**config.mk**
```make
export PLATFORM = sky130hd
export DESIGN_NAME = man_tx_multi_flat
export DESIGN_NICKNAME = d
export VERILOG_FILES = /design/src/rtl/man_tx_pkg.sv /design/src/rtl/man_tx_multi_if.sv /design/src/rtl/man_tx_lane.sv /design/src/rtl/man_tx_multi.sv /design/src/flat_wrapper.sv
export SDC_FILE = /design/constraint.sdc
export NUM_CORES = 1
export LEC_CHECK = 0
export ABC_AREA = 1
export CORE_UTILIZATION = 40
export DETAILED_ROUTE_END_ITERATION = 8
export SLEW_MARGIN = 20
export SYNTH_ARGS = -nofsm -noshare
export SYNTH_HDL_FRONTEND = slang
export SYNTH_SLANG_ARGS = --single-unit
```
**constraint.sdc**
```tcl
create_clock -name clk_20M -period 3.1 [get_ports clk_20M]
set_input_delay 0.93 -clock clk_20M [delete_from_list [all_inputs] [get_ports clk_20M]]
set_output_delay 0.93 -clock clk_20M [all_outputs]
set_load 0.05 [all_outputs]
```
**src/rtl/man_tx_pkg.sv**
```systemverilog
// Shared types, constants and helpers for the multi-lane Manchester transmitter.
package man_tx_pkg;

    typedef enum logic [1:0] {
        ST_IDLE  = 2'd0,
        ST_SEND  = 2'd1,
        ST_GUARD = 2'd2
    } tx_state_e;

    localparam int   GUARD_HALVES = 4;
    localparam logic PREAMBLE     = 1'b1;

    // Even parity; narrower words are zero-extended, which leaves the XOR unchanged.
    function automatic logic man_parity(input logic [63:0] data);
        return ^data;
    endfunction

endpackage

```
**src/rtl/man_tx_multi_if.sv**
```systemverilog
// Handshake and lane bus between the priority controller and the transmitter.
interface man_tx_multi_if #(
    parameter int N_CH   = 3,
    parameter int DATA_W = 12
);
    logic                     tx_start;
    logic [N_CH*DATA_W-1:0]   data_in;
    logic [N_CH-1:0]          ch_en;
    logic                     busy;
    logic                     done;
    logic [N_CH-1:0]          txd;

    modport master (output tx_start, data_in, ch_en, input busy, done, txd);
    modport slave  (input tx_start, data_in, ch_en, output busy, done, txd);
endinterface

```
**src/rtl/man_tx_lane.sv**
```systemverilog
// One Manchester output lane: frame shift register plus registered line driver.
module man_tx_lane #(
    parameter int   F          = 14,
    parameter logic IDLE_LEVEL = 1'b0
) (
    input  logic         clk_20M,
    input  logic         reset,
    input  logic         load,
    input  logic         shift,
    input  logic         half_phase,
    input  logic         send_active,
    input  logic         enable,
    input  logic [F-1:0] frame_in,
    output logic         txd
);
    logic [F-1:0] sr;
    logic         en_q;
    logic         cur_bit;
    logic         level;

    // half_phase/send_active describe the cycle after this edge, so txd lands registered.
    always_comb begin
        cur_bit = shift ? sr[F-2] : sr[F-1];
        level   = half_phase ? ~cur_bit : cur_bit;
    end

    always_ff @(posedge clk_20M) begin
        if (load)
            sr <= frame_in;
        else if (shift)
            sr <= {sr[F-2:0], 1'b0};
    end

    always_ff @(posedge clk_20M) begin
        if (reset) begin
            txd  <= IDLE_LEVEL;
            en_q <= 1'b0;
        end else if (load) begin
            en_q <= enable;
            txd  <= enable ? frame_in[F-1] : IDLE_LEVEL;
        end else begin
            txd  <= (send_active && en_q) ? level : IDLE_LEVEL;
        end
    end

endmodule

```
**src/rtl/man_tx_multi.sv**
```systemverilog
// Multi-lane Manchester frame transmitter: shared FSM and counters drive N_CH lanes in lock-step.
import man_tx_pkg::*;

module man_tx_multi #(
    parameter int   N_CH         = 3,
    parameter int   DATA_W       = 12,
    parameter int   HALF_BIT_DIV = 10,
    parameter logic IDLE_LEVEL   = 1'b0
) (
    input  logic          clk_20M,
    input  logic          reset,
    man_tx_multi_if.slave bus
);
    localparam int F         = DATA_W + 2;
    localparam int GUARD_LEN = GUARD_HALVES * HALF_BIT_DIV;
    localparam int CNT_MAX   = (F > GUARD_LEN) ? F : GUARD_LEN;
    localparam int HALF_W    = $clog2(HALF_BIT_DIV);
    localparam int CNT_W     = $clog2(CNT_MAX + 1);

    localparam logic [HALF_W-1:0] HALF_LAST  = HALF_W'(HALF_BIT_DIV - 1);
    localparam logic [CNT_W-1:0]  BIT_LAST   = CNT_W'(F - 1);
    localparam logic [CNT_W-1:0]  GUARD_LAST = CNT_W'(GUARD_LEN - 1);

    tx_state_e         state, state_nxt;
    logic [HALF_W-1:0] half_cnt, half_cnt_nxt;
    logic [CNT_W-1:0]  cnt, cnt_nxt;
    logic              phase, phase_nxt;
    logic              busy_q, busy_nxt;
    logic              done_q, done_nxt;
    logic              load, shift;
    logic [N_CH-1:0]   txd_q;

    always_ff @(posedge clk_20M) begin
        if (reset) begin
            state    <= ST_IDLE;
            half_cnt <= '0;
            cnt      <= '0;
            phase    <= 1'b0;
            busy_q   <= 1'b0;
            done_q   <= 1'b0;
        end else begin
            state    <= state_nxt;
            half_cnt <= half_cnt_nxt;
            cnt      <= cnt_nxt;
            phase    <= phase_nxt;
            busy_q   <= busy_nxt;
            done_q   <= done_nxt;
        end
    end

    // cnt counts frame bits in SEND and guard cycles in GUARD.
    always_comb begin
        state_nxt    = state;
        half_cnt_nxt = half_cnt;
        cnt_nxt      = cnt;
        phase_nxt    = phase;
        load         = 1'b0;
        shift        = 1'b0;
        done_nxt     = 1'b0;
        case (state)
            ST_IDLE: begin
                if (bus.tx_start) begin
                    load         = 1'b1;
                    state_nxt    = ST_SEND;
                    half_cnt_nxt = '0;
                    cnt_nxt      = '0;
                    phase_nxt    = 1'b0;
                end
            end
            ST_SEND: begin
                if (half_cnt == HALF_LAST) begin
                    half_cnt_nxt = '0;
                    phase_nxt    = ~phase;
                    if (phase) begin
                        shift = 1'b1;
                        if (cnt == BIT_LAST) begin
                            state_nxt = ST_GUARD;
                            cnt_nxt   = '0;
                        end else begin
                            cnt_nxt = cnt + CNT_W'(1);
                        end
                    end
                end else begin
                    half_cnt_nxt = half_cnt + HALF_W'(1);
                end
            end
            ST_GUARD: begin
                if (cnt == GUARD_LAST) begin
                    state_nxt = ST_IDLE;
                    cnt_nxt   = '0;
                    done_nxt  = 1'b1;
                end else begin
                    cnt_nxt = cnt + CNT_W'(1);
                end
            end
            default: state_nxt = ST_IDLE;
        endcase
        busy_nxt = (state_nxt != ST_IDLE);
    end

    for (genvar k = 0; k < N_CH; k++) begin : g_lane
        logic [DATA_W-1:0] word;
        logic [F-1:0]      frame;

        assign word  = bus.data_in[k*DATA_W +: DATA_W];
        assign frame = {PREAMBLE, word, man_parity(64'(word))};

        man_tx_lane #(
            .F          (F),
            .IDLE_LEVEL (IDLE_LEVEL)
        ) u_lane (
            .clk_20M     (clk_20M),
            .reset       (reset),
            .load        (load),
            .shift       (shift),
            .half_phase  (phase_nxt),
            .send_active (state_nxt == ST_SEND),
            .enable      (bus.ch_en[k]),
            .frame_in    (frame),
            .txd         (txd_q[k])
        );
    end

    assign bus.busy = busy_q;
    assign bus.done = done_q;
    assign bus.txd  = txd_q;

endmodule

```
**src/flat_wrapper.sv**
```systemverilog
// flat-port wrapper written by rule: the top's interface ports become plain ports
module man_tx_multi_flat 
#(
    parameter int   N_CH         = 3,
    parameter int   DATA_W       = 12,
    parameter int   HALF_BIT_DIV = 10,
    parameter logic IDLE_LEVEL   = 1'b0
)
  (clk_20M, reset, bus_tx_start, bus_data_in, bus_ch_en, bus_busy, bus_done, bus_txd);
  man_tx_multi_if #(.N_CH(N_CH), .DATA_W(DATA_W)) bus_i ();
  input  logic clk_20M;
  input  logic reset;
  input wire logic [$bits(bus_i.tx_start)-1:0] bus_tx_start;
  input wire logic [$bits(bus_i.data_in)-1:0] bus_data_in;
  input wire logic [$bits(bus_i.ch_en)-1:0] bus_ch_en;
  output wire logic [$bits(bus_i.busy)-1:0] bus_busy;
  output wire logic [$bits(bus_i.done)-1:0] bus_done;
  output wire logic [$bits(bus_i.txd)-1:0] bus_txd;
  assign bus_i.tx_start = bus_tx_start;
  assign bus_i.data_in = bus_data_in;
  assign bus_i.ch_en = bus_ch_en;
  assign bus_busy = bus_i.busy;
  assign bus_done = bus_i.done;
  assign bus_txd = bus_i.txd;
  man_tx_multi #(.N_CH(N_CH), .DATA_W(DATA_W), .HALF_BIT_DIV(HALF_BIT_DIV), .IDLE_LEVEL(IDLE_LEVEL)) u_core (.clk_20M(clk_20M), .reset(reset), .bus(bus_i));
endmodule
```
---- Yosys cells after proc, flatten, opt, wreduce, memory -nomap -nowiden ----
Cells that the tools add are included.
storage, ports and cells
  latch bits .............................. 0
  RAM bits ................................ 0
  input bits .............................. 42
  word-level logic and storage cells ...... 93
  memory bits (read-only) ................. 0
  flip-flop bits (word level) ............. 63
  memories kept ........................... 0
  output and inout bits ................... 5
operators by class
  equality and inequality tests ........... 9
  bitwise logic cells ..................... 5
  shifts and indexed selects .............. 0
  reduce and logical (&&, ||, !) cells .... 14
  multiply operators ...................... 0
  $add $sub $neg .......................... 2
  mux-type cells .......................... 45
  div/mod/pow operators ................... 0
  order comparisons ....................... 0
operator list
  cell                   count
  $reduce_xor A64 Y1     3
  $mux W13               6
  $mux W6                5
  $mux W1                23
  $pmux W6 S3            1
  $mux W2                5
  $mux W4                2
  $pmux W4 S2            1
  $add A6 B1 Y6 const B  1
  $eq A6 B4 Y1 const B   1
  $eq A6 B6 Y1 const B   1
  $pmux W2 S3            1
  $reduce_bool A2 Y1     3
  $not A1 Y1             5
  $add A4 B1 Y4 const B  1
  $eq A2 B1 Y1 const B   2
  $eq A4 B4 Y1 const B   1
  $ne A2 B1 Y1 const B   2
  $reduce_and A4 Y1      1
  $logic_and A1 B1 Y1    3
  $reduce_bool A3 Y1     1
  $eq A2 B2 Y1 const B   1
  $logic_not A2 Y1       1
  $ne A2 B2 Y1 const B   1
  other kinds (3)        3

---- Longest topological paths before layout ----
Gate-level depths: netlist of run 1.
  depth in word-level cells ............... 9
  depth in mapped cells ................... 14
  gate-level depth less buffers ........... 14

---- Hierarchy ----
From an unflattened synthesis of run 1, not the netlist that was laid out.
second synthesis, totals
  cells, all modules ...................... 471
  area, all modules ....................... 3647.2 µm²
modules (own cells, without submodules)
  module        seq. area each (µm²)  cells each  area each (µm²)  instances
  man_tx_lane   460.4                 79          725.7            3
  man_tx_multi  300.3                 234         1470.2           1

---- Least setup slack after synthesis of run 1 ----
Ideal clock, no wire load.
  kind .................................... in2reg
  start point ............................. input bus_tx_start
  end point ............................... register u_core.g_lane[0].u_lane.sr[0], enable pin
  arrival time ............................ 2.080 ns
  data required time ...................... 2.575 ns
  cell stages on the path ................. 3
  path slack .............................. 0.495 ns
  path through ............................ nand2_2 > clkbuf_1 > nand2_1
on the way
  word-level cells in the longest chain between the ends .. 3
ends and longest elaborated chain
  what                          line                text
  start: declaration            flat_wrapper.sv:13  input wire logic [$bits(bus_i.tx_start)-1:0] bus_tx_start;
  $mux W1                       man_tx_multi.sv:62  if (bus.tx_start) begin
  $mux W1                       man_tx_multi.sv:60  case (state)
  $reduce_bool A2 Y1 (no line)  --
  end signal: assignment        man_tx_lane.sv:29   sr <= frame_in;
  end signal: assignment        man_tx_lane.sv:31   sr <= {sr[F-2:0], 1'b0};
  end: declaration              man_tx_lane.sv:16   logic [F-1:0] sr;
Every way passes these cells.
A chain may end at the register's enable or synchronous reset.

---- Worst setup path after layout of run 1 ----
  start point ............................. register u_core.g_lane[0].u_lane.txd
  end point ............................... output bus_txd[0]
RTL lines
  what                      line                text
  start: declaration        man_tx_lane.sv:14   output logic txd
  start signal: assignment  man_tx_lane.sv:40   txd <= enable ? frame_in[F-1] : IDLE_LEVEL;
  start signal: assignment  man_tx_lane.sv:42   txd <= (send_active && en_q) ? level : IDLE_LEVEL;
  end: declaration          flat_wrapper.sv:18  output wire logic [$bits(bus_i.txd)-1:0] bus_txd;
No word-level cell between the ends.

==> results of run 1 <==
registers in the layout (all words and copies together), names as in the netlist:
| name | count |
|---|---|
| u_core.g_lane.u_lane.sr | 42 |
| u_core.cnt | 6 |
| u_core.half_cnt | 4 |
| u_core.g_lane.u_lane.en_q | 3 |
| u_core.g_lane.u_lane.txd | 3 |
| u_core.state | 2 |
| u_core.bus.busy | 1 |
| u_core.bus.done | 1 |
| u_core.phase | 1 |
cell type report:
class	count	area (µm²)
fillers	785	3810
flip-flops and latches	63	1650
multi-input cells	286	1450
repair buffers	52	505
clock buffers	12	135
well taps	102	128
inverters	31	123
clock inverters	4	46.3
Yosys cell counts:
master and n:
nand2_1 164, a21oi_1 18, a211oi_1 1, buf_6 1, or2_0 1, edfxtp_1 39
xor2_1 7, o21ai_2 2, buf_4 4, and3_1 1, inv_1 26, nor3_1 3
nand2_2 5, nand3_1 9, ha_1 9, clkbuf_1 7, nand2_4 2, dlygate4sd1_1 1
nor2_2 5, inv_2 3, dfxtp_1 24, a21oi_2 2, or2_2 2, xnor2_1 24
nor2_1 21, clkinv_2 1, nand3_2 3, o21ai_1 2, o21ai_0 5, clkinv_4 1
worst min-delay path by stage:
| stage | startpoint | to | slack, ns | cells after the start |
|---|---|---|---|---|
| 2_1_floorplan | u_core.g_lane[1].u_lane.en_q | u_core.g_lane[1].u_lane.en_q | 0.45 | 2 |
| 3_3_place_gp | u_core.g_lane[2].u_lane.en_q | u_core.g_lane[2].u_lane.en_q | 0.46 | 2 |
| 3_5_place_dp | u_core.g_lane[0].u_lane.en_q | u_core.g_lane[0].u_lane.en_q | 0.47 | 2 |
| 4_1_cts | u_core.g_lane[0].u_lane.en_q | u_core.g_lane[0].u_lane.en_q | 0.48 | 2 |
| 5_1_grt | u_core.g_lane[0].u_lane.en_q | u_core.g_lane[0].u_lane.en_q | 0.49 | 2 |
| 6_report | u_core.g_lane[1].u_lane.en_q | u_core.g_lane[1].u_lane.en_q | 0.48 | 2 |
where the power goes:
| part | switching, mW | internal [mW] |
|---|---|---|
| registers | 0.0246 | 0.982 |
| logic | 0.221 | 0.163 |
| clock network | 0.302 | 0.368 |
| total | 0.547 | 1.51 |
routing by layer:
layer | track usage | vias up
li1 | - | 1338
met1 | 0.203 | 1114
met2 | 0.257 | 44
met3 | 0.0550 | 7
met4 | 0.0590 | 0
met5 | 0 | -
cells in the final DEF, fill, tap and decap left out, types with 3 or more instances in the layout:
| master | instances |
|---|---|
| nand2_1 | 164 |
| clkdlybuf4s50_1 | 46 |
| edfxtp_1 | 39 |
| inv_1 | 26 |
| xnor2_1 | 24 |
| dfxtp_1 | 24 |
| nor2_1 | 21 |
| a21oi_1 | 18 |
| nand3_1 | 9 |
| ha_1 | 9 |
| clkbuf_8 | 9 |
| xor2_1 | 7 |
| buf_4 | 6 |
| nor2_2 | 5 |
| nand2_2 | 5 |
| o21ai_0 | 5 |
| inv_2 | 3 |
| nand3_2 | 3 |
| nor3_1 | 3 |
| clkbuf_1 | 3 |
cells by family after synthesis:
logic type,after synthesis,synth area share
compound gates,30,0.0509
xor+xnor,31,0.0824
fa+ha+maj,9,0.0342
buf+inv,44,0.0603
flops,63,0.501
simple gates,216,0.271
through the flow:
stage,setup WS [ns],cell area (µm²),std cells,total power [mW],hold slack (ns)
6_report,0.699,4040,550,2.06,0.481
5_1_grt,0.647,4040,550,2.18,0.492
4_1_cts,0.672,4040,550,2.09,0.481
3_5_place_dp,0.514,3850,534,1.41,0.471
3_3_place_gp,0.579,3850,534,1.41,0.462
2_1_floorplan,0.495,3300,393,1.28,0.452
==> metrics, run 1 <==
synthesized flop and latch total 63; max-slew violations 0; Critical Path End bus_txd[0]; routed vias 2503; Avg Cell Area, Syn 8.39 µm²; total core area 7850 µm²; Slowest cell on crit path clkdlybuf4s50_1; Crit. path cell count 1; vias in the first global route 2485; VDD IR-drop max between 0.2 and 0.25 mV; CP Buf/Inv Count 1; CP arrival 1.47 ns; die span in x 92.8 µm; setup bufs post-CTS 0; Nets approximately 500; total negative setup slack 0 ns; Layout area overhead 22.4%; CTS tree yes; final period utilization 0.774; mapped cell area 3300 µm²; CP Data Required Time 2.17 ns; post-route ant nets 0; post-route minimum period approximately 2.4 ns; yosys warns 0; Setup crit start u_core.g_lane[0].u_lane.txd; # DRC 0; max-cap violations 0; Util after Layout 0.514; top routing layer in use met4; Slew @ Worst Pin between 0.5 and 0.6 ns; met1 wire length 3010 µm; cts hold-fix bufs 0; Clock Pin Slew Worst Setup and Hold Paths roughly 0.06 ns; Slew headroom 0.660; R2R depth 7; Placement Rows 32; skew final just over 0.01 ns; DR WL met3 255 µm; Final setup viols 0; Synth area leaders edfxtp_1 (36%), nand2_1 (19%), dfxtp_1 (15%), xnor2_1 (6.4%), ha_1 (3.4%); CTS Buf Count 9; crit-path cells clkdlybuf4s50_1; vias per inst 4.55; register area share after synthesis 0.501; cells after synthesis 393; area leader, netlist edfxtp_1; clock sink total 63; Starting Density 0.420; unrepaired setup endpoints after global routing no; Crit Path Max Fanout 1; syn nets 444; Root Driver clkbuf_8; CTS max path bufs 2; GRT Util Overall 0.162; GP Congestion 0.780; GRT overflow 0; final WL 6150 µm; Worst setup SP type flip-flop; # port buffers 46; CP Capture Type output port; initial antenna violation count 0; Lkg Pwr about 1.7 nW; Critical R2R Launch u_core.half_cnt[0]; fmax around 420 MHz; R2R setup slack roughly 1.3 ns; critical path class reg2out; status completed; type of the most critical hold path reg2reg; PostCTS Resize Cnt 0; ant diodes 0; total I/O pin count 47; family with the most delay on the worst path buffers and inverters; Detailed Route Iter0 Violations about 120; Detailed Place HPWL 4520 µm; first-pass GRT wire length 10900 µm; Critical R2R Capture u_core.g_lane[2].u_lane.sr[1]; post-synthesis cell type count 30; chip height slightly above 90 µm; Die ar. 8610 µm²; largest net degree at the start of global routing 27; clock latency on the worst-skew pair between 0.3 and 0.4 ns; metal2 WL around 2800 µm; H-tree levels 3; share of the synthesized area in the top cell type 0.355; share of cells above drive strength 1 0.0982; pwr dens 511 nW/µm²; drt pass-1 iters 4; max incr delay on CP 0.80 ns; WL per Instance 11.2 µm; Final Hold Viols 0
Power figures use the tool's default switching activity.
==> inputs of run 2 (changes only) <==
==> constraint.sdc (replaced) <==
create_clock -name clk_20M -period 2.25 [get_ports clk_20M]
set_input_delay 0.675 -clock clk_20M [delete_from_list [all_inputs] [get_ports clk_20M]]
set_output_delay 0.675 -clock clk_20M [all_outputs]
set_load 0.05 [all_outputs]
==> metrics, run 2 (same netlist as run 1, synthesis figures left out) <==
status completed; vias per inst 4.61 (+1.3%); max-slew violations 0 (unchanged); total core area 7850 µm² (unchanged); Root Driver clkbuf_8; pwr dens 703 nW/µm² (+38%); Final setup viols 0 (unchanged); cell count after placement 535 (+0.19%); critical path class reg2out; chip height 92.8 µm (unchanged); drt pass-1 iters 5 (+1); max incr delay on CP 0.81 ns (about the same); ant diodes 0 (unchanged); post-route ant nets 0 (unchanged); CTS max path bufs 2 (unchanged); first-pass GRT wire length 10800 µm (-0.70%); Most flops, register u_core.g_lane.u_lane.sr; top flop regs u_core.g_lane.u_lane.sr: 42 flops, u_core.cnt: 6 flops, u_core.half_cnt: 4 flops; fmax between 400 and 500 MHz; family with the most delay on the worst path buffers and inverters; commonest non-fill, non-tap cell in the layout nand2_1; routed vias 2541 (+1.5%); Crit Path Max Fanout 1 (unchanged); Critical R2R Capture u_core.g_lane[0].u_lane.txd; unrepaired setup endpoints after global routing no; Hold Path Stages 2 (unchanged); Nets 495 (+0.20%); Slew @ Worst Pin 0.506 ns (-0.00179 ns); VDD IR-drop max 0.304 mV (+49%); Detailed Place HPWL 4520 µm (about the same); final period utilization 0.956; R2R depth 14 (+7); H-tree levels 3 (unchanged); Slowest cell on crit path clkdlybuf4s50_1; type of the most critical hold path reg2reg; CTS Buf Count 9 (unchanged); die span in x 92.8 µm (unchanged); Lkg Pwr 1.74 nW (+0.68%); CTS tree yes; Hold EP u_core.g_lane[0].u_lane.en_q; R2R setup slack 0.45 ns (-0.81 ns); cts hold-fix bufs 0 (unchanged); Setup crit start u_core.g_lane[1].u_lane.txd; Hold Crit Start u_core.g_lane[0].u_lane.en_q; WL per Instance 11.3 µm (+0.99%); Critical R2R Launch u_core.half_cnt[1]; GRT overflow 0 (unchanged); final WL 6220 µm (+1.2%); CP Data Required Time 1.57 ns (-0.60 ns); clock latency on the worst-skew pair 0.34 ns (about the same); Slew headroom 0.661 (+0.00120); total I/O pin count 47 (unchanged); setup bufs post-CTS 0 (unchanged); number of flip-flops in the largest register 42 (unchanged); Worst setup SP type flip-flop; skew final 0.0103 ns (-0.0000255 ns); max-cap violations 0 (unchanged); GP Congestion 0.725 (-7.1%); Finished Layout Cells 551 (+0.18%); crit-path cells clkdlybuf4s50_1; total negative setup slack 0 ns (unchanged); Clock Pin Slew Worst Setup and Hold Paths 0.06 ns (about the same); CP Buf/Inv Count 1 (unchanged); Final Hold Viols 0 (unchanged); final-layout fill cell count 788 (+0.38%); share of cells above drive strength 1 0.107 (+0.00869); clock sink total 63 (unchanged); initial antenna violation count 0 (unchanged); CP Capture Type output port; GRT Util Overall 0.162 (+0.000435); vias in the first global route 2466 (-0.76%); commonest non-fill, non-tap cells in the layout nand2_1 (163), clkdlybuf4s50_1 (46), edfxtp_1 (39); largest net degree at the start of global routing 27 (unchanged); CP arrival 1.48 ns (about the same); Placement Rows 32 (unchanged); post-route minimum period 2.15 ns; Layout area overhead 23.7%; # DRC 0 (unchanged); Detailed Route Iter0 Violations 74 (-40%); # port buffers 46 (unchanged); Die ar. 8610 µm² (unchanged); Starting Density 0.420 (unchanged); PostCTS Resize Cnt 0 (unchanged)
run 2: cell count changes in the layout (fill, tap and decap cells not counted):
cell        previous run  this run
buf_12                 0         2
buf_4                  6         5
clkbuf_1               3         1
clkinvlp_4             1         3
nand2_1              164       163
nand2_2                5         6
run 2: metrics by stage:
stage | hold slack, ns | util | power, mW | cell area, µm² | setup WS, ns
finish | 0.477 | 0.520 | 2.87 | 4080 | 0.0989
global route | 0.513 | 0.520 | 3.03 | 4080 | 0.0632
CTS | 0.476 | 0.520 | 2.90 | 4080 | 0.0620
detailed placement | 0.468 | 0.496 | 1.96 | 3890 | 0.0801
global placement | 0.466 | 0.496 | 1.95 | 3890 | 0.0786
floorplan | 0.452 | - | 1.77 | 3300 | 0.276
run 2: cell type report:
class	count	area (µm²)	share of cell area
inverters	31	123	0.0301
clock buffers	10	128	0.0313
multi-input cells	286	1450	0.355
clock inverters	6	61.3	0.0150
well taps	102	128	0.0313
flip-flops and latches	63	1650	0.405
repair buffers	53	538	0.132
run 2: worst max path at each step:
stage                                           to  slack [ns]  cells past startpoint
finish                                  bus_txd[1]         0.1                      1
global route                            bus_txd[1]        0.06                      1
global placement    u_core.g_lane[0].u_lane.sr[10]        0.08                      5
CTS                                     bus_txd[1]        0.06                      1
floorplan            u_core.g_lane[0].u_lane.sr[0]        0.28                      3
detailed placement   u_core.g_lane[0].u_lane.sr[9]        0.08                      5
run 2: worst min-delay path, stage by stage (launching register included):
cell and delay (ns):
dfxtp_1 0.30, nand2_1 0.07, a21oi_1 0.06
run 2: per-layer routing:
metal  up-vias  part of all wire  routed length (µm)  track usage
met5         -                 0                   0            0
met4         0             0.010                  63       0.0462
met3         6             0.045                 280       0.0509
met2        49              0.48                2960        0.272
met1      1147              0.47                2910        0.199
li1       1339                 -                   -            -
run 2: where the power goes:
part / internal [mW] / leakage (nW) / switching (mW)
Sequential: 1.35 / 0.575 / 0.0334
Clock: 0.505 / 0.0859 / 0.432
Combinational: 0.234 / 1.08 / 0.308
